**config.mk**
```make
export PLATFORM = sky130hd
export DESIGN_NAME = spi_master_ctrl
export DESIGN_NICKNAME = d
export VERILOG_FILES = /design/src/rtl/spi_pkg.sv /design/src/rtl/sipo_rx.sv /design/src/rtl/spi_master_ctrl.sv
export SDC_FILE = /design/constraint.sdc
export NUM_CORES = 1
export LEC_CHECK = 0
export CORE_MARGIN = 2
export CORE_UTILIZATION = 39
export CTS_BUF_LIST = sky130_fd_sc_hd__clkbuf_16
export DETAILED_ROUTE_END_ITERATION = 12
export PLACE_DENSITY = 0.69
export SLEW_MARGIN = 15
export SYNTH_ARGS = -nofsm -noshare
export SYNTH_HDL_FRONTEND = slang
export SYNTH_SLANG_ARGS = --single-unit
export TNS_END_PERCENT = 1
```
**constraint.sdc**
```tcl
create_clock -name clk -period 3.5 [get_ports clk]
set_input_delay 0.525 -clock clk [delete_from_list [all_inputs] [get_ports clk]]
set_output_delay 0.525 -clock clk [all_outputs]
set_load 0.05 [all_outputs]
```
**src/rtl/spi_pkg.sv**
```systemverilog
// Shared types and constants for the SPI master byte controller.
// Consumed by spi_master_ctrl and sipo_rx; the burst option is SPI_BURST_EN.
package spi_pkg;

    localparam int SPI_DATA_W = 8;
    localparam int SPI_CNT_W  = $clog2(SPI_DATA_W);

    typedef enum logic [2:0] {
        IDLE       = 3'd0,
        LOAD       = 3'd1,
        SHIFT      = 3'd2,
        DONE       = 3'd3,
        BURST_LOAD = 3'd4
    } spi_state_e;

endpackage

```
**src/rtl/sipo_rx.sv**
```systemverilog
// MISO capture register: shifts one bit per enabled cycle, MSB first.
// Cleared only by reset; a full byte always overwrites any earlier contents.
module sipo_rx
    import spi_pkg::*;
#(
    parameter int DATA_W = SPI_DATA_W
) (
    input  logic              clk,
    input  logic              rst_n,
    input  logic              sample_en,
    input  logic              miso,
    output logic [DATA_W-1:0] data_out
);

    always_ff @(posedge clk or negedge rst_n) begin
        if (!rst_n) begin
            data_out <= '0;
        end else if (sample_en) begin
            data_out <= {data_out[DATA_W-2:0], miso};
        end
    end

endmodule

```
**src/rtl/spi_master_ctrl.sv**
```systemverilog
// SPI master byte-transaction controller driving an external MOSI PISO.
// Define SPI_BURST_EN to chain bytes under one cs_n frame.
//
// state      | meaning
// -----------+------------------------------------------------------------
// IDLE       | cs_n high, PISO held clear, accepting a byte
// LOAD       | cs_n low, PISO parallel load, SCLK gated off
// SHIFT      | DATA_W bit cycles, SCLK running, MISO captured
// DONE       | cs_n high, rx_valid pulse
// BURST_LOAD | rx_valid pulse plus next-byte load, cs_n held low
module spi_master_ctrl
    import spi_pkg::*;
#(
    parameter int DATA_W = SPI_DATA_W
) (
    input  logic              clk,
    input  logic              rst_n,
    input  logic [DATA_W-1:0] tx_data,
    input  logic              tx_valid,
    output logic              tx_ready,
    output logic [DATA_W-1:0] rx_data,
    output logic              rx_valid,
    input  logic              miso,
    output logic [DATA_W-1:0] piso_data,
    output logic              piso_load,
    output logic              piso_shift_en,
    output logic              piso_rst,
    output logic              cs_n,
    output logic              sclk_en,
    output logic              busy
);

    localparam int                CNT_W    = $clog2(DATA_W);
    localparam logic [CNT_W-1:0] LAST_BIT = CNT_W'(DATA_W - 1);

    spi_state_e        state;
    spi_state_e        state_nxt;
    logic [CNT_W-1:0]  bit_cnt;
    logic [CNT_W-1:0]  bit_cnt_nxt;
    logic [DATA_W-1:0] sipo_data;
    logic [DATA_W-1:0] rx_hold;
    logic              last_bit;
    logic              take_tx;

    logic cs_n_nxt;
    logic piso_rst_nxt;
    logic piso_load_nxt;
    logic shift_en_nxt;
    logic sclk_en_nxt;
    logic rx_valid_nxt;
    logic tx_ready_nxt;
    logic busy_nxt;

    assign last_bit = (state == SHIFT) && (bit_cnt == LAST_BIT);

`ifdef SPI_BURST_EN
    assign take_tx = tx_valid && tx_ready && ((state == IDLE) || last_bit);
`else
    assign take_tx = tx_valid && tx_ready && (state == IDLE);
`endif

    sipo_rx #(
        .DATA_W(DATA_W)
    ) u_sipo_rx (
        .clk      (clk),
        .rst_n    (rst_n),
        .sample_en(state == SHIFT),
        .miso     (miso),
        .data_out (sipo_data)
    );

    // The SIPO is complete and frozen while rx_valid is high, so it is shown
    // directly then; rx_hold keeps the byte afterwards while the SIPO refills.
    assign rx_data = rx_valid ? sipo_data : rx_hold;

    always_ff @(posedge clk or negedge rst_n) begin
        if (!rst_n) begin
            state         <= IDLE;
            bit_cnt       <= '0;
            cs_n          <= 1'b1;
            piso_rst      <= 1'b1;
            piso_load     <= 1'b0;
            piso_shift_en <= 1'b0;
            sclk_en       <= 1'b0;
            rx_valid      <= 1'b0;
            tx_ready      <= 1'b0;
            busy          <= 1'b0;
            piso_data     <= '0;
            rx_hold       <= '0;
        end else begin
            state         <= state_nxt;
            bit_cnt       <= bit_cnt_nxt;
            cs_n          <= cs_n_nxt;
            piso_rst      <= piso_rst_nxt;
            piso_load     <= piso_load_nxt;
            piso_shift_en <= shift_en_nxt;
            sclk_en       <= sclk_en_nxt;
            rx_valid      <= rx_valid_nxt;
            tx_ready      <= tx_ready_nxt;
            busy          <= busy_nxt;
            if (take_tx) begin
                piso_data <= tx_data;
            end
            if (rx_valid) begin
                rx_hold <= sipo_data;
            end
        end
    end

    always_comb begin
        state_nxt = state;
        case (state)
            IDLE: begin
                if (take_tx) begin
                    state_nxt = LOAD;
                end
            end
            LOAD: state_nxt = SHIFT;
            SHIFT: begin
                if (last_bit) begin
`ifdef SPI_BURST_EN
                    state_nxt = take_tx ? BURST_LOAD : DONE;
`else
                    state_nxt = DONE;
`endif
                end
            end
            DONE: state_nxt = IDLE;
`ifdef SPI_BURST_EN
            BURST_LOAD: state_nxt = SHIFT;
`endif
            default: state_nxt = IDLE;
        endcase
    end

    // Outputs are decoded from the next state and registered, so every
    // control line (notably the async piso_rst) comes straight from a flop.
    always_comb begin
        bit_cnt_nxt   = '0;
        if ((state == SHIFT) && (state_nxt == SHIFT)) begin
            bit_cnt_nxt = bit_cnt + 1'b1;
        end
        cs_n_nxt      = !((state_nxt == LOAD) || (state_nxt == SHIFT) ||
                          (state_nxt == BURST_LOAD));
        piso_rst_nxt  = (state_nxt == IDLE);
        piso_load_nxt = (state_nxt == LOAD) || (state_nxt == BURST_LOAD);
        shift_en_nxt  = (state_nxt == SHIFT);
        sclk_en_nxt   = (state_nxt == SHIFT);
        rx_valid_nxt  = (state_nxt == DONE) || (state_nxt == BURST_LOAD);
        busy_nxt      = (state_nxt != IDLE);
`ifdef SPI_BURST_EN
        tx_ready_nxt  = (state_nxt == IDLE) ||
                        ((state_nxt == SHIFT) && (bit_cnt_nxt == LAST_BIT));
`else
        tx_ready_nxt  = (state_nxt == IDLE);
`endif
    end

endmodule
```
==> report_table.html <==
<table>
<tr><th>Metric</th><th>Value</th></tr>
<tr><th colspan="2">Run status</th></tr>
<tr><td>Result of the run</td><td>complete, no violations</td></tr>
<tr><th colspan="2">Clock tree</th></tr>
<tr><td>Clock tree from TritonCTS</td><td>done</td></tr>
<tr><td>Total clock buffers created by CTS</td><td>5</td></tr>
<tr><td>Number of buffers inserted by hold repair at cts</td><td>0</td></tr>
<tr><td>H-tree depth</td><td>2</td></tr>
<tr><td>Max Buffers Root-to-Sink</td><td>2</td></tr>
<tr><td>Post_cts resized</td><td>0</td></tr>
<tr><td>Number of buffers inserted to repair setup after CTS</td><td>0</td></tr>
<tr><td>Root buffer cell</td><td>sky130_fd_sc_hd__clkbuf_16</td></tr>
<tr><td>Clock transition at the registers of the reported paths</td><td>about 0.050 ns</td></tr>
<tr><td>Skew-Pair Late Insertion Delay</td><td>around 0.27 ns</td></tr>
<tr><td>Clock sink total</td><td>37</td></tr>
<tr><th colspan="2">Die</th></tr>
<tr><td>Vert. Die Dim</td><td>around 64 um</td></tr>
<tr><td>Total Die Area</td><td>4041 um^2</td></tr>
<tr><td>Initial Utilization</td><td>between 40% and 50%</td></tr>
<tr><td>Overall die width</td><td>63.57 um</td></tr>
<tr><td>Total core area</td><td>roughly 3400 um^2</td></tr>
<tr><td>Core Rows</td><td>21</td></tr>
<tr><td>Number of top-level design ports</td><td>36</td></tr>
<tr><th colspan="2">Final layout</th></tr>
<tr><td>Layout cells sized above 1</td><td>between 20 and 30%</td></tr>
<tr><td>Post-synthesis to final-layout area growth</td><td>36.26%</td></tr>
<tr><td>Fill cell count</td><td>310</td></tr>
<tr><td>Net count, final</td><td>~140</td></tr>
<tr><td>Core occupancy in the finished layout</td><td>between 50% and 60%</td></tr>
<tr><td>Number of standard cells in the layout, taps in and fillers out</td><td>170</td></tr>
<tr><td>Inserted Diodes</td><td>0</td></tr>
<tr><td>Final Instance Area</td><td>about 1900 um^2</td></tr>
<tr><th colspan="2">Power and ir drop</th></tr>
<tr><td>Comb power frac</td><td>about 26%</td></tr>
<tr><td>PD cells</td><td>around 670 nW/um^2</td></tr>
<tr><td>Max IR drop VDD</td><td>between 0.0004 and 0.0005 V</td></tr>
<tr><td>Seq pwr share</td><td>42.4%</td></tr>
<tr><td>Sw frac</td><td>approximately 30%</td></tr>
<tr><td>Cell-internal power</td><td>879.1 uW</td></tr>
<tr><td>Power after layout</td><td>between 1 and 1.5 mW</td></tr>
<tr><td>Leakage power figure</td><td>around 0.87 nW</td></tr>
<tr><td>Clk network pwr share</td><td>a little under a third</td></tr>
<tr><td>Switching power</td><td>approximately 380 uW</td></tr>
<tr><th colspan="2">STA</th></tr>
<tr><td>Slew margin rel.</td><td>47.08%</td></tr>
<tr><td>Final setup violation count</td><td>0</td></tr>
<tr><td>Post-layout worst setup margin</td><td>1.047 ns</td></tr>
<tr><td>Final Cycle Share</td><td>between 70% and 80%</td></tr>
<tr><td>Final critical path time including I/O delays and setup</td><td>around 2.5 ns</td></tr>
<tr><td>Worst slack on hold paths</td><td>0.3384 ns</td></tr>
<tr><td>Final Skew</td><td>0.005427 ns</td></tr>
<tr><td>Setup TNS Final</td><td>0 ns</td></tr>
<tr><td>Max-slew violation count</td><td>0</td></tr>
<tr><td>RSZ-0062 raised after global routing</td><td>false</td></tr>
<tr><td>Endpoints failing hold</td><td>0</td></tr>
<tr><td>Worst slew pin tran</td><td>around 0.8 ns</td></tr>
<tr><td>F_max</td><td>around 400 MHz</td></tr>
<tr><th colspan="2">Logic synthesis</th></tr>
<tr><td>Most numerous cell in the Yosys netlist</td><td>sky130_fd_sc_hd__dfrtp_1</td></tr>
<tr><td>Commonest register cell after synthesis</td><td>sky130_fd_sc_hd__dfrtp_1</td></tr>
<tr><td>Leading cell types by count after synthesis</td><td>sky130_fd_sc_hd__dfrtp_1, sky130_fd_sc_hd__mux2_2, sky130_fd_sc_hd__nor2_1</td></tr>
<tr><td>Number of flops mapped to enable cells by yosys</td><td>0</td></tr>
<tr><td>Post-synthesis cell type count</td><td>22</td></tr>
<tr><td>Total of warnings raised by yosys</td><td>0</td></tr>
<tr><td>Post-Synthesis Mean Instance Area</td><td>around 16 um^2</td></tr>
<tr><td>Fraction of synthesized cell area taken by the top area cell type</td><td>63.29%</td></tr>
<tr><td>Top cells by area in the synthesized netlist</td><td>sky130_fd_sc_hd__dfrtp_1, sky130_fd_sc_hd__mux2_2, sky130_fd_sc_hd__dfstp_2</td></tr>
<tr><td>Netlist area before placement</td><td>roughly 1400 um^2</td></tr>
<tr><td>Net Count, Synth</td><td>~100</td></tr>
<tr><td>Async set-reset flop share out of synthesis</td><td>100.0%</td></tr>
<tr><td>Yosys top cell by area</td><td>sky130_fd_sc_hd__dfrtp_1</td></tr>
<tr><td>Gate count after technology mapping</td><td>between 80 and 90</td></tr>
<tr><td>Share of synthesized area occupied by flip-flops and latches</td><td>67.09%</td></tr>
<tr><td>Post-synthesis register bit count</td><td>37</td></tr>
<tr><th colspan="2">GRT</th></tr>
<tr><td>Number of antenna violations at the first check in global routing</td><td>0</td></tr>
<tr><td>Total grt overflow</td><td>0</td></tr>
<tr><td>Pin count of the biggest net entering global routing</td><td>38</td></tr>
<tr><td>Layer with the highest usage after global routing</td><td>met2</td></tr>
<tr><td>Global-route track usage on met2</td><td>20.26%</td></tr>
<tr><td>Met3 Track Usage GR</td><td>roughly 5.4%</td></tr>
<tr><td>Wire length of the first global-routing pass</td><td>between 3000 and 4000 um</td></tr>
<tr><td>Global-route total usage across every layer</td><td>between 10% and 20%</td></tr>
<tr><td>Met1 track utilization from global routing</td><td>roughly 16%</td></tr>
<tr><td>Vias in the first global route</td><td>around 850</td></tr>
<tr><th colspan="2">Placement</th></tr>
<tr><td>Worst slack at placement</td><td>around 1.3 ns</td></tr>
<tr><td>Number of buffers added on ports</td><td>35</td></tr>
<tr><td>Standard cell area after detailed placement</td><td>1749 um^2</td></tr>
<tr><td>Post-DP HPWL</td><td>1541 um</td></tr>
<tr><td>DP Cell Count</td><td>about 160</td></tr>
<tr><td>Placer congestion estimate</td><td>0.6578</td></tr>
<tr><th colspan="2">Drt</th></tr>
<tr><td>First drt pass iteration count</td><td>3</td></tr>
<tr><td>DRT Wirelength</td><td>~2200 um</td></tr>
<tr><td>Post-DR vias/cell</td><td>approximately 4.5</td></tr>
<tr><td>WL per Instance</td><td>approximately 13 um</td></tr>
<tr><td>Initial drt markers</td><td>11</td></tr>
<tr><td>Post-route ant nets</td><td>0</td></tr>
<tr><td>Remaining routing DRC violations</td><td>0</td></tr>
<tr><td>Via count</td><td>about 770</td></tr>
<tr><th colspan="2">Setup path</th></tr>
<tr><td>Max FO, Critical Path</td><td>9</td></tr>
<tr><td>Slowest cell on crit path</td><td>sky130_fd_sc_hd__clkdlybuf4s50_1</td></tr>
<tr><td>Start-to-end type of the worst setup path</td><td>flip-flop to primary output</td></tr>
<tr><td>Startpoint type of the worst setup path</td><td>flip-flop</td></tr>
<tr><td>List of cells traversed by the critical path</td><td>mux2_2 -&gt; clkdlybuf4s50_1</td></tr>
<tr><td>CP arrival</td><td>just under 2 ns</td></tr>
<tr><td>CP required</td><td>2.97 ns</td></tr>
<tr><td>Highest cell delay on the worst timing path</td><td>~0.7 ns</td></tr>
<tr><td>CP endpoint kind</td><td>primary output</td></tr>
<tr><th colspan="2">Job</th></tr>
<tr><td>Max-capacitance violation count</td><td>0</td></tr>
<tr><th colspan="2">Min path</th></tr>
<tr><td>Worst min-delay path class</td><td>input pin to async pin</td></tr>
</table>
[flip-flops by register name, indices dropped and copies added (netlist names)]
signal and count:
bit_cnt 3, busy 1, cs_n 1, piso_data 8, piso_load 1, piso_rst 1
rx_hold 8, rx_valid 1, sclk_en 1, state 3, tx_ready 1, u_sipo_rx.data_out 8
[metal layers]
layer / vias up / routed length, um
met3: 5 / 106
met5: - / 0
met2: 20 / 1056
met4: 0 / 61
li1: 363 / -
met1: 381 / 966
[cells in the final DEF, fill, tap and decap left out, drive strengths merged]
cell / instances
and2: 1
or3b: 1
inv: 2
clkbuf: 5
nor3b: 3
clkdlybuf4s50: 34
nor3: 1
dfrtp: 35
conb: 1
or2b: 2
clkinv: 1
nand2: 1
ha: 2
nor2: 3
and4b: 1
buf: 1
dfstp: 2
a21oi: 2
mux2: 24
or2: 2
[worst paths after layout]
kind / startpoint / to / slack, ns / cells past startpoint
min reg2reg: bit_cnt[0]$_DFF_PN0_ / bit_cnt[0]$_DFF_PN0_ / 0.45 / 1
min in group clk: bit_cnt[0]$_DFF_PN0_ / bit_cnt[0]$_DFF_PN0_ / 0.45 / 1
max reg2reg: state[0]$_DFF_PN0_ / piso_data[7]$_DFFE_PN0P_ / 1.85 / 3
max: rx_valid$_DFF_PN0_ / rx_data[5] / 1.05 / 2
min: rst_n / piso_data[0]$_DFFE_PN0P_ / 0.34 / 1
max in group asynchronous: rst_n / bit_cnt[2]$_DFF_PN0_ / 2.66 / 1
[power groups by stage]
stage	clock, mW	combinational [mW]	sequential (mW)
after floorplan	0	0.0800	0.672
after global placement	0	0.322	0.536
after detailed placement	0	0.328	0.540
after CTS	0.416	0.329	0.533
after global routing	0.432	0.340	0.541
final	0.400	0.325	0.533
[final cells by class]
class / count / area, um^2 / area share [%]
Timing Repair Buffer: 35 / 345.3 / 18.31
Clock buffer: 5 / 125.1 / 6.636
Multi-Input combinational cell: 44 / 417.9 / 22.16
Clock inverter: 3 / 11.26 / 0.5972
Tap cell: 46 / 57.56 / 3.052
Sequential cell: 37 / 928.4 / 49.24
[cell families after synthesis]
family | Yosys count | share of synthesized area (%)
buffers and inverters | 4 | 2.712
multiplexers | 24 | 20.07
flip-flops | 37 | 67.09
other | 1 | 0.2710
AND/OR/NAND/NOR | 15 | 7.323
adder cells (fa/ha/maj) | 2 | 1.808
AO/OA/AOI/OAI | 2 | 0.7234
[critical path, delay by kind of cell (launching register included)]
kind / cells / cell delay (ns)
flops: 1 / 0.55
mux: 1 / 0.40
buf+inv: 1 / 0.71
Power figures use the tool's default switching activity.
